==> config.mk <==
export PLATFORM = sky130hd
export DESIGN_NAME = pipelined_adder_sub
export DESIGN_NICKNAME = d
export VERILOG_FILES = /design/src/rtl/pipelined_adder_sub.sv
export SDC_FILE = /design/constraint.sdc
export NUM_CORES = 1
export LEC_CHECK = 0
export ABC_AREA = 1
export CORE_ASPECT_RATIO = 0.9
export CORE_UTILIZATION = 55
export CTS_CLUSTER_DIAMETER = 100
export DETAILED_ROUTE_END_ITERATION = 8
export PLACE_DENSITY_LB_ADDON = 0.25
export SLEW_MARGIN = 20
export SYNTH_ARGS = -nofsm -noshare
export SYNTH_HDL_FRONTEND = slang
export SYNTH_SLANG_ARGS = --single-unit
==> constraint.sdc <==
create_clock -name clk -period 3.3 [get_ports clk]
set_input_delay 0.66 -clock clk [delete_from_list [all_inputs] [get_ports clk]]
set_output_delay 0.66 -clock clk [all_outputs]
set_load 0.005 [all_outputs]
==> src/rtl/pipelined_adder_sub.sv <==
// Pipelined WIDTH-bit add/subtract: STAGES carry-chain segments, latency STAGES, one beat per cycle.
// Backpressure: one global advance (adv = !out_valid || out_ready) freezes every stage, so outputs hold while stalled.
module pipelined_adder_sub #(
    parameter int WIDTH  = 32,
    parameter int STAGES = 4
) (
    input  logic             clk,
    input  logic             rst_n,
    input  logic             in_valid,
    output logic             in_ready,
    input  logic [WIDTH-1:0] a,
    input  logic [WIDTH-1:0] b,
    input  logic             cin,
    input  logic             sub,
    output logic             out_valid,
    input  logic             out_ready,
    output logic [WIDTH-1:0] sum,
    output logic             cout,
    output logic             ovf
);
    localparam int SW   = WIDTH / STAGES;
    localparam int LAST = STAGES - 1;

    // Each stage carries the full operand/result words; only the slices it
    // still needs (operands) or has produced (results) are meaningful.
    logic [WIDTH-1:0] a_q [STAGES];
    logic [WIDTH-1:0] b_q [STAGES];
    logic [WIDTH-1:0] s_q [STAGES];
    logic             c_q [STAGES];
    logic             v_q [STAGES];

    logic [WIDTH-1:0] a_d [STAGES];
    logic [WIDTH-1:0] b_d [STAGES];
    logic [WIDTH-1:0] s_d [STAGES];
    logic             c_d [STAGES];

    logic             adv;
    logic [WIDTH-1:0] b_eff;
    logic             cin_eff;

    assign out_valid = v_q[LAST];
    assign adv       = !out_valid || out_ready;
    assign in_ready  = adv;

    // Subtraction becomes a + ~b + ~cin, folded in before the first slice.
    assign b_eff   = sub ? ~b : b;
    assign cin_eff = cin ^ sub;

    always_comb begin
        logic [SW:0] t;
        t      = {1'b0, a[SW-1:0]} + {1'b0, b_eff[SW-1:0]} + {{SW{1'b0}}, cin_eff};
        a_d[0] = a;
        b_d[0] = b_eff;
        s_d[0] = '0;
        s_d[0][SW-1:0] = t[SW-1:0];
        c_d[0] = t[SW];
        for (int k = 1; k < STAGES; k++) begin
            t      = {1'b0, a_q[k-1][k*SW +: SW]} + {1'b0, b_q[k-1][k*SW +: SW]}
                   + {{SW{1'b0}}, c_q[k-1]};
            a_d[k] = a_q[k-1];
            b_d[k] = b_q[k-1];
            s_d[k] = s_q[k-1];
            s_d[k][k*SW +: SW] = t[SW-1:0];
            c_d[k] = t[SW];
        end
    end

    always_ff @(posedge clk or negedge rst_n) begin
        if (!rst_n) begin
            for (int k = 0; k < STAGES; k++) begin
                a_q[k] <= '0;
                b_q[k] <= '0;
                s_q[k] <= '0;
                c_q[k] <= 1'b0;
                v_q[k] <= 1'b0;
            end
        end else if (adv) begin
            v_q[0] <= in_valid;
            for (int k = 1; k < STAGES; k++) begin
                v_q[k] <= v_q[k-1];
            end
            for (int k = 0; k < STAGES; k++) begin
                a_q[k] <= a_d[k];
                b_q[k] <= b_d[k];
                s_q[k] <= s_d[k];
                c_q[k] <= c_d[k];
            end
        end
    end

    // Operand MSBs ride to the last stage so overflow is judged on the same beat as sum.
    assign sum  = s_q[LAST];
    assign cout = c_q[LAST];
    assign ovf  = (a_q[LAST][WIDTH-1] == b_q[LAST][WIDTH-1]) &&
                  (s_q[LAST][WIDTH-1] != a_q[LAST][WIDTH-1]);

endmodule

# --- Word-level counts from Yosys, hierarchy flattened ---
# Index checks and enable logic that the tools add are counted.
# W data, S select, Z words.
totals:
  latch_bits: 0
  ram_bits: 0
  ff_bits: 344
  out_inout_bits: 36
  mem_count: 0
  mem_bits_ro: 0
classes:
  mux: 1
  n_shift: 0
  bitwise_logic: 2
  n_lt_le_gt_ge: 0
  div_mod_pow: 0
  add_sub_neg: 8
  reduce_logical: 3
  n_eq_ne: 2
  multipliers: 0
ops:
  columns: ["cell", "count"]
  rows:
  - ["$add A8 B8 Y9", 4]
  - ["$add A9 B1 Y9", 4]
  - ["$mux W32", 1]
  - ["$not A32 Y32", 1]
  - ["$eq A1 B1 Y1", 1]
  - ["$logic_and A1 B1 Y1", 1]
  - ["$logic_not A1 Y1", 1]
  - ["$logic_or A1 B1 Y1", 1]
  - ["$ne A1 B1 Y1", 1]
  - ["$xor A1 B1 Y1", 1]

# --- Depth between registers and ports, before layout ---
# Gate-level depths: netlist of the first run.
logic_depth:
  ltp_word: 4
  mapped_depth: 14
  ltp_nobuf: 12

# --- Least setup slack after synthesis of the first run ---
# Ideal clock, no wire load.
synth_path:
  path_kind: "input -> register"
  start: "input port sub"
  end: "register s_q (netlist bit s_d[70])"
  setup_ns: 0.118
  stages: 14
  t_arrival_ns: 2.275
  n_path_buf: 2
  path_slack_ns: 0.907
  path_cell_list: "buf_2 buf_4 xor2_1 fa_1 inv_1 fa_1 inv_1 nand2_1 nand2_1 nand3_1 nand2_1 nand2_1 nand3_1 nand2_1"
synth_via:
  elab_chain_cells: 3
synth_rtl:
  columns: ["element", "line", "rtl"]
  rows:
  - ["start: declaration", "14", "input logic sub,"]
  - ["$mux W32", "46", "assign b_eff = sub ? ~b : b;"]
  - ["$add A8 B8 Y9", "51", "t = {1'b0, a[SW-1:0]} + {1'b0, b_eff[SW-1:0]} + {{SW{1'b0}}, cin_eff};"]
  - ["$add A9 B1 Y9 (*)", "51", null]
  - ["end signal: indexed assignment", "85", "s_q[k] <= s_d[k];"]
  - ["end: declaration", "28", "logic [WIDTH-1:0] s_q [STAGES];"]
# Every way passes the cells marked *; elsewhere a longest branch is shown, timed or not.
# A chain may end at the register's enable or synchronous reset.

# --- Worst setup path in the final report of the first run ---
layout_path:
  start: "input port out_ready"
  end: "output port in_ready"
layout_via:
  elab_chain_cells: 1
layout_rtl:
  columns: ["element", "line", "rtl"]
  rows:
  - ["start: declaration", "16", "input logic out_ready,"]
  - ["$logic_or A1 B1 Y1", "42", "assign adv = !out_valid || out_ready;"]
  - ["end: declaration", "10", "output logic in_ready,"]
# No other way between the ends.

==> results of run 1 <==
kinds of logic after synthesis:
logic type | count (synthesis) | share of synthesized area [%]
AO/OA/AOI/OAI | 124 | 7.357
XOR/XNOR | 37 | 3.773
adder cells (fa/ha/maj) | 36 | 5.944
buffers and inverters | 121 | 6.410
flip-flops | 186 | 54.20
AND/OR/NAND/NOR | 481 | 22.32
power groups by stage:
stage	sequential [uW]	clock (uW)	combinational, uW
6_report	3830	2010	3590
5_1_grt	3950	2130	4170
4_1_cts	3840	2040	3610
3_5_place_dp	3870	0	3560
3_3_place_gp	3840	0	3450
2_1_floorplan	3750	0	2500
path summary, 6_finish.rpt:
kind | endpoint | cells after the start
worst min register to register | out_valid | 2
min in group clk | out_valid | 2
worst min-delay path | sum[10] | 1
worst max register to register | s_d[46] | 9
worst max-delay path | in_ready | 4
max in group asynchronous | v_q[3] | 2
cells in the final DEF (no fill, tap or decap), drive strengths merged:
master / instances
ha: 28
clkdlybuf4s50: 103
clkbuf: 22
dfrtp: 186
bufinv: 2
clkinv: 4
buf: 7
xor2: 10
nand3b: 13
o22ai: 1
xnor2: 27
or2: 6
inv: 78
a21oi: 17
fa: 8
nand3: 28
nor2: 26
clkinvlp: 4
nand2: 406
a211oi: 4
o21ai: 102
and2: 2
layout make-up:
class	count	area share (%)
inverters	77	2.831
well taps	198	2.406
clock buffers	21	4.568
flip-flops and latches	186	45.20
clock inverters	11	1.154
repair buffers	111	11.00
multi-input cells	678	32.85
routing by layer:
layer / routed length [um] / global-route usage, % / share of wire, %
met1: 8413 / 33.61 / 52
met2: 7125 / 31.90 / 44
met3: 518 / 4.444 / 3.2
met4: 169 / 7.031 / 1.0
met5: 0 / 0 / 0
flip-flops by register name, indices dropped and copies added, names as in the netlist:
name / count
b_d: 48
b_q: 1
a_q: 1
out_valid: 1
s_d: 48
v_q: 3
c_q: 3
sum: 32
cout: 1
a_d: 48
through the flow:
step,setup WS [ns],total power (uW),hold slack [ns],util [%]
global placement,0.6814,7293,0.4309,64.83
finish,0.8564,9429,0.2598,68.76
CTS,0.8484,9497,0.2829,68.76
global route,0.8208,10260,0.3088,68.76
floorplan,0.9066,6249,0.3644,-
detailed placement,0.6704,7427,0.4423,64.83
==> results.md, run 1 <==
* R2R Path Start: c_q[3]
* Sequential share of power at 40.7%
* Fill count at around 1200
* FF-to-FF setup slack at around 1.3 ns
* Slew headroom at 46.89%
* Count leader, synth: nand2_1
* Measured slew at the worst slew-check pin at 0.7967 ns
* PortBufs at 105
* Fmax at 409.2 MHz
* Initial core utilization at 57.34%
* Detailed-route vias per instance at 4.909
* Vias in the first global route at 5878
* Max incr delay on CP at 0.51 ns
* Setup bufs post-CTS at 0
* Lkg Pwr at 0.005117 uW
* Inserted Clock Buffers at 17
* Req. time, crit path at 2.64 ns
* Largest area contributor in the netlist: dfrtp_1
* Chip height at roughly 120 um
* IO Pins at 106
* Synth area leaders: dfrtp_1 (54%), nand2_1 (18%), o21ai_0 (5.1%)
* Site row count at 42
* Max clock buf depth at 2
* P_sw at approximately 3400 uW
* Top delay family on crit path: buffers and inverters
* Critical path startpoint category: input port
* WP data arrival at between 1.5 and 2 ns
* # setup viols final at 0
* Routed via count at 6293
* RSZ-0062 raised after global routing: no
* Clock skew at between 0.01 and 0.015 ns
* Post-synth EDFFs at 0
* Synth Cell Area at roughly 8600 sq um
* Yosys warnings at 0
* Die width at 133.7 um
* Sum of buffers and inverters on the critical path at 3
* Routability cong. at about 0.82
* Design area at 10300 sq um
* GRT Total Usage at 22.14%
* Setup TNS at 0 ns
* P&R area growth vs syn at 19.92%
* Mean Syn Cell Area at 8.719 sq um
* CP Capture Type: primary output
* Non-filler cells, final at 1282
* Final Cycle Share at 74.05%
* CTS tree: built
* Final ANT Viol Nets at 0
* Endpoints failing hold at 0
* Die Area at 16120 sq um
* Root Buffer Master: clkbuf_16
* Placed instance area at 9709 sq um
* CTS H-tree depth at 4
* Placed Cells at 1250
* Clock network power share at 21.3%
* First-pass GRT wire length at ~28 mm
* Syn_nets at 1091
* Seq cells post-synth at 186
* HP Class: in -> async
* Pint at 6044 uW
* Worst path slowest cell: clkdlybuf4s50_1
* Sequential share of the synthesized area at 54.20%
* DR pass1 iterations at 4
* Overflow after GRT at 0
* CP max FO at 2
* Ys async rst share at 100.0%
* Antenna diodes at 0
* Drt drc at 0
* Hold bufs inserted after CTS at 0
* Final wirelength at 16.23 mm
* Most used flip-flop cell after synthesis: dfrtp_1
* Initial antenna violation count at 0
* Synth top area share at between 50 and 60%
* Synthesized instance count at 985
* Clock-pin transition on the worst setup and hold timing paths at 0.06 ns
* Area occupied by multi-input gates at 3383 sq um
* Crit Path Class: in -> out
* Avg WL per Cell at 12.66 um
* Final Slew Violations at 0
* Critical-path cell list: clkdlybuf4s50_1, nor2_4, inv_4, clkdlybuf4s50_1
* Commonest cells in the netlist: nand2_1 (406), dfrtp_1 (186), o21ai_0 (87)
* Yosys cell types at 26
* Layout cell share with drive strength beyond 1 at 4.151%
* MaxCap Viol Count at 0
* Worst vdd rail ir drop at a little over 0.7 mV
* Setup crit start: out_ready
* Tmin final at 2.444 ns
* Maximum number of pins on one net before global-route repair at 210
* Comb power frac at 38.0%
* CTS sink count at 186
* Final #Nets at 1177
* Post-DP HPWL at 10.45 mm
* Core footprint at 14980 sq um
* Crit path top cell by count: clkdlybuf4s50_1
* Register area at between 4000 and 5000 sq um
* Status: finished, final reports clean
* Iter 0 DRT Violations at 523
* Power per cell area at 915.5 nW/um^2
* Post-cts resize count at 0
* Sw frac at 35.89%
* Insertion delay to the later sink of the worst-skew pair at 0.43 ns
(Power assumes the default switching activity.)
==> run 2: changes to the inputs <==
- clock period: 3.3 -> 2.4 ns (I/O delays scaled with it)
==> results.md, run 2 (synthesized netlist as in run 1, its figures left out) <==
* Final worst slack at 0.3184 ns (-0.5379 ns)
* Overflow after GRT at 0 (unchanged)
* Slew headroom at 56.28% (+9.4 points)
* Setup TNS at 0 ns (unchanged)
* First-pass GRT wire length at 28.69 mm (+2.1%)
* Die Area at 16120 sq um (unchanged)
* Most frequent cells in the layout: nand2_1 (406), dfrtp_1 (186), clkdlybuf4s50_1 (103), o21ai_0 (87), inv_1 (76)
* Clock skew at 0.008101 ns (-0.003913 ns)
* CP Capture Type: primary output
* DR pass1 iterations at 5 (+1)
* Setup bufs post-CTS at 0 (unchanged)
* Max clock buf depth at 2 (unchanged)
* CTS sink count at 186 (unchanged)
* Antenna diodes at 0 (unchanged)
* Detailed-route vias per instance at 4.918 (+0.18%)
* Endpoints failing hold at 0 (unchanged)
* Fmax at 480.4 MHz
* Final ANT Viol Nets at 0 (unchanged)
* Non-filler cells, final at 1288 (+0.47%)
* Layout cell share with drive strength beyond 1 at 4.771% (+0.62 points)
* Final wirelength at 16.20 mm (-0.17%)
* Final #Nets at 1183 (+0.51%)
* Post-cts resize count at 0 (unchanged)
* Routed via count at 6334 (+0.65%)
* Clock-pin transition on the worst setup and hold timing paths at 0.07 ns (about the same)
* Fill count at 1240 (+1.4%)
* Avg WL per Cell at 12.58 um (-0.64%)
* HP Class: in -> async
* Iter 0 DRT Violations at 404 (-23%)
* Maximum number of pins on one net before global-route repair at 163 (-22%)
* Req. time, crit path at 1.92 ns (-0.72 ns)
* Vias in the first global route at 6018 (+2.4%)
* Worst vdd rail ir drop at 1.034 mV (+46%)
* Final Cycle Share at 86.73%
* Power per cell area at 1252 nW/um^2 (+37%)
* Placed Cells at 1256 (+0.48%)
* Inserted Clock Buffers at 17 (unchanged)
* Hold bufs inserted after CTS at 0 (unchanged)
* Insertion delay to the later sink of the worst-skew pair at 0.43 ns (about the same)
* Final core utilization at 69.06% (+0.29 points)
* # setup viols final at 0 (unchanged)
* CTS H-tree depth at 4 (unchanged)
* Chip height at 120.5 um (unchanged)
* P&R area growth vs syn at 20.43%
* Final Slew Violations at 0 (unchanged)
* Initial core utilization at 57.34% (unchanged)
* Routability cong. at 0.8068 (-2.1%)
* Critical path startpoint category: input port
* Site row count at 42 (unchanged)
* MaxCap Viol Count at 0 (unchanged)
* Status: finished, final reports clean
* CP max FO at 2 (unchanged)
* RSZ-0062 raised after global routing: no
* PortBufs at 105 (unchanged)
* Crit Path Class: in -> out
* Initial antenna violation count at 0 (unchanged)
* IO Pins at 106 (unchanged)
* Most common cell after layout, fill and taps aside: nand2_1
* Die width at 133.7 um (unchanged)
* Lkg Pwr at 0.005149 uW (+0.64%)
* GRT Total Usage at 22.45% (+0.31 points)
* Post-DP HPWL at 10.86 mm (+3.9%)
* CTS tree: built
* Tmin final at 2.082 ns
* Setup WS pre-CTS at -0.07253 ns (-0.7429 ns)
* Measured slew at the worst slew-check pin at 0.6558 ns (-0.1409 ns)
* WP data arrival at 1.60 ns (-0.18 ns)
* Core footprint at 14980 sq um (unchanged)
* Drt drc at 0 (unchanged)
* Root Buffer Master: clkbuf_16
## run 2: layout make-up
type / instances / area [sq um] / area share (%)
clock buffer: 18 / 439.2 / 4.246
clock inverter: 14 / 136.4 / 1.319
sequential: 186 / 4654 / 45.00
multi-input combinational: 678 / 3383 / 32.71
tap: 198 / 247.7 / 2.395
inverter: 77 / 291.5 / 2.819
timing repair buffer: 117 / 1190 / 11.50
## run 2: through the flow
stage               hold WS, ns  instance area, sq um  power [uW]
finish                  0.01978                 10340       12950
global route            0.05690                 10340       14120
CTS                     0.04129                 10340       13060
detailed placement       0.4504                  9767       10270
global placement         0.4272                  9767       10060
floorplan                0.1844                  8588        8593
## run 2: critical path, cell delays in order
cell and delay, ns:
clkdlybuf4s50_1 0.51, nor2_4 0.06, inv_4 0.06, clkdlybuf4s50_1 0.49
## run 2: path summary, 6_finish.rpt
path / endpoint / depth (start not counted) / startpoint / slack, ns
setup / recovery: in_ready / 4 / out_ready / 0.32
hold / removal: sum[7] / 1 / rst_n / 0.02
setup reg to reg: s_d[46] / 9 / c_q[3] / 0.38
hold reg to reg: out_valid / 2 / v_q[1] / 0.45
max in group asynchronous: b_d[79] / 2 / rst_n / 1.62
min in group clk: out_valid / 2 / v_q[1] / 0.45
## run 2: power breakdown
part           switching [uW]  leakage, uW  internal, uW
combinational            2750      0.00262          2190
sequential                753      0.00225          4530
clock                    1240     0.000280          1480
## run 2: per-layer routing
layer	global-route usage, %	vias to the layer above	share of wire, %
li1	-	3273	-
met1	33.41	2913	51
met2	32.93	127	44
met3	4.109	21	3.9
met4	8.097	0	1.5
met5	0	-	0
==> patch 1 (flow settings as in run 1) <==
Register the output `ovf`, cleared by the reset; this adds one clock of latency there. The other outputs are not delayed to match.
--- a/src/rtl/pipelined_adder_sub.sv
+++ b/src/rtl/pipelined_adder_sub.sv
@@ -91,8 +91,13 @@
     // Operand MSBs ride to the last stage so overflow is judged on the same beat as sum.
     assign sum  = s_q[LAST];
     assign cout = c_q[LAST];
-    assign ovf  = (a_q[LAST][WIDTH-1] == b_q[LAST][WIDTH-1]) &&
-                  (s_q[LAST][WIDTH-1] != a_q[LAST][WIDTH-1]);
+    always_ff @(posedge clk or negedge rst_n) begin
+        if (!rst_n) begin
+            ovf <= '0;
+        end else begin
+            ovf <= (a_q[LAST][WIDTH-1] == b_q[LAST][WIDTH-1]) && (s_q[LAST][WIDTH-1] != a_q[LAST][WIDTH-1]);
+        end
+    end
 
 endmodule
 
Formal check against the unedited RTL: not equivalent (a bounded check fails within 10 cycles, from zero or initial values and one cycle with rst_n low).
==> patch 1 against run 1 <==
- worst setup slack worse by 15 ps
- design area grew 0.15%
- routed wire length up 0.38%
- sequential cell count increased by 1
- synthesized area grew 0.29%
- power shrank 0.77%
- hold slack better by 28 ps
- clock skew is 4.6 ps lower
==> patch 1: results (changes against run 1) <==
[place]
place.gp.congestion=0.838  ; +1.7%
dpl_cell_area_um2=9750  ; +0.44%

[power]
p_leak_nw=5.13  ; +0.22%
ir_drop_v=0.000753  ; +6.5%

[grt]
grt_pass1_wl_um=28200  ; +0.37%
grt_use_total_pct=22.2  ; +0.026 points
use_met3_pct=4.78  ; +0.34 points
grt_use_met1_pct=33.1  ; -0.55 points
grt_util_met2_pct=32.5  ; +0.58 points

[timing]
worst_pin_slew_ps=787  ; -9.62 ps
fin_skew_ps=7.39  ; -4.62 ps

[clocking]
cts_setup_buffers=0  ; unchanged

[drt]
drtIter0Drc=459  ; -12%
wl_per_cell_um=12.7  ; about the same
drt_first_pass_iters=5  ; +1
viasPerCell=4.95  ; +0.77%

[synthesis]
synth_common_cells=nand2_1, dfrtp_1, o21ai_0
seq_area_frac_synth_pct=54.3  ; +0.13 points
async_flop_share_pct=100  ; unchanged
ys_top_cells_by_area=dfrtp_1, nand2_1, o21ai_0

[setup_path]
critical_path_arrival_ps=1800  ; +20 ps
r2r-end=s_d[44]
rr_worst_depth=7  ; -2
cp_max_fo=2  ; unchanged

[run_status]
outcome=complete, no violations

## patch 1: logic make-up after synthesis
logic type / synth area share [%]
simple gates: 22.3
buf+inv: 6.39
flops: 54.3
xor+xnor: 3.76
fa+ha+maj: 5.93
compound gates: 7.34
## patch 1: worst max-delay path, cell delays in order
cell	delay [ps]
clkdlybuf4s50_1	440
nor2_4	190
inv_4	60
clkdlybuf4s50_1	450
## patch 1: power by group through the flow
stage               combinational, mW  sequential (mW)  clock [mW]
global route                     4.11             3.98        2.09
floorplan                        2.49             3.77           0
global placement                 3.45             3.86           0
CTS                              3.59             3.86        1.99
finish                           3.54             3.86        1.96
detailed placement               3.55             3.89           0
## patch 1: cell type report
type	count	area, um2
clock buffers	21	470
clock inverters	10	91.3
fillers	1239	5020
inverters	77	292
multi-input cells	678	3380
flip-flops and latches	187	4680
well taps	202	253
repair buffers	111	1140
## patch 1: layer usage
layer | vias up | routed length [um]
li1 | 3254 | -
met1 | 2979 | 8300
met2 | 111 | 7160
met3 | 17 | 654
met4 | 0 | 177
met5 | - | 0
## patch 1: metrics by stage
step | utilization [%] | total power [mW] | setup slack, ps | cells
2_1_floorplan | - | 6.27 | 907 | 986
3_3_place_gp | 63.6 | 7.31 | 678 | 1255
3_5_place_dp | 63.6 | 7.44 | 643 | 1255
4_1_cts | 67.3 | 9.44 | 828 | 1286
5_1_grt | 67.3 | 10.2 | 798 | 1286
6_report | 67.3 | 9.36 | 841 | 1286
## patch 1: worst min-delay path by stage
stage            from         to  slack (ps)  depth (start not counted)
6_report        rst_n     s_d[3]         290                          1
5_1_grt         rst_n     v_q[3]         360                          1
4_1_cts         rst_n     sum[4]         320                          1
3_5_place_dp   v_q[1]  out_valid         430                          2
3_3_place_gp   v_q[1]  out_valid         430                          2
2_1_floorplan   rst_n    a_d[24]         360                          0
==> patch 2 (settings of run 1) <==
Made on the original files. `WIDTH`: 32 -> 24.
--- a/src/rtl/pipelined_adder_sub.sv
+++ b/src/rtl/pipelined_adder_sub.sv
@@ -1,7 +1,7 @@
 // Pipelined WIDTH-bit add/subtract: STAGES carry-chain segments, latency STAGES, one beat per cycle.
 // Backpressure: one global advance (adv = !out_valid || out_ready) freezes every stage, so outputs hold while stalled.
 module pipelined_adder_sub #(
-    parameter int WIDTH  = 32,
+    parameter int WIDTH  = 24,
     parameter int STAGES = 4
 ) (
     input  logic             clk,
Interface: changed (resized a, b and sum); port bits go from 106 to 82. The function was not compared with the original's and may differ.
==> patch 2 against run 1 <==
- routed wire length shrank 23%
- worst setup slack worse by 64 ps
- design area down 24%
- synthesized area is 25% lower
- power down 24%
- final cell count fell by 25%
- via count shrank 24%
- sequential cell count is 44 lower
- hold slack worse by 5.0 ps
- clock power is 18% lower
- highest routed layer unchanged
==> patch 2: results (changes against run 1) <==
[synthesis]
synth_compound_area_share_pct=8.80  ; +1.4 points
synth_xor_xnor_area_share_pct=3.83  ; +0.053 points
synthAdderAreaFrac_pct=6.40  ; +0.46 points
syn_nets=801  ; -27%
synth_common_cells=nand2_1, dfrtp_1, o21ai_1
seq_area_frac_synth_pct=55.4  ; +1.2 points
ys_top_cells_by_area=dfrtp_1, nand2_1, o21ai_1

[place]
port-buffer-count=81  ; -23%
place.gp.congestion=0.842  ; +2.1%
hpwl_um=8250  ; -21%

[grt]
grt_max_degree=163  ; -22%
grt_use_total_pct=23.3  ; +1.2 points
use_met3_pct=6.29  ; +1.8 points
grt_use_met1_pct=33.7  ; +0.12 points

[finish]
nets=874  ; -26%
drive_above_1_share_pct=5.10  ; +0.95 points

[power]
pwr-share-seq_pct=40.5  ; -0.2 points
p_sw_mw=2.55  ; -25%
p_leak_nw=3.85  ; -25%
p_comb_share_pct=36.7  ; -1.3 points
ir_drop_v=0.000366  ; -48%

[setup_path]
max_stage_delay_ps=490  ; -20 ps
ff2ff_setup_slack_ps=1490  ; +160 ps
r2r_start=c_q[2]

[drt]
wl_per_cell_um=13.1  ; +3.4%
met3_length_um=627  ; +21%
drt_first_pass_iters=7  ; +3
num_vias=4787  ; -24%
met1_length_um=6160  ; -27%
wl_met2_um=5590  ; -22%

[timing]
slew-limit-headroom_pct=53.7  ; +6.8 points
fin_skew_ps=6.28  ; -5.73 ps

[run_status]
outcome=complete, no violations

-- patch 2: cell types whose count changed after synthesis, moves of 6 or more --
| cell | delta |
|---|---|
| xnor2_1 | -9 |
| buf_4 | -11 |
| dfrtp_1 | -44 |
| nand3_1 | -7 |
| o21ai_0 | -51 |
| inv_1 | -18 |
| nand2_1 | -135 |
| o21ai_1 | +44 |
| ha_1 | -8 |
| buf_2 | +9 |
| nor2_1 | -10 |
| nand3b_1 | -11 |
| clkbuf_1 | -6 |
-- patch 2: final cells by class --
| type | count | area (um2) |
|---|---|---|
| Fill cell | 917 | 3560 |
| Timing Repair Buffer | 87 | 882 |
| Tap cell | 156 | 195 |
| Sequential cell | 142 | 3550 |
| Clock inverter | 8 | 42.5 |
| Multi-Input combinational cell | 485 | 2470 |
| Clock buffer | 23 | 468 |
| Inverter | 59 | 223 |
-- patch 2: stage by stage --
stage	std cells	hold WS, ps	setup WS [ps]
floorplan	719	364	842
global placement	929	433	510
detailed placement	929	449	449
CTS	960	266	742
global route	960	296	661
finish	960	255	792
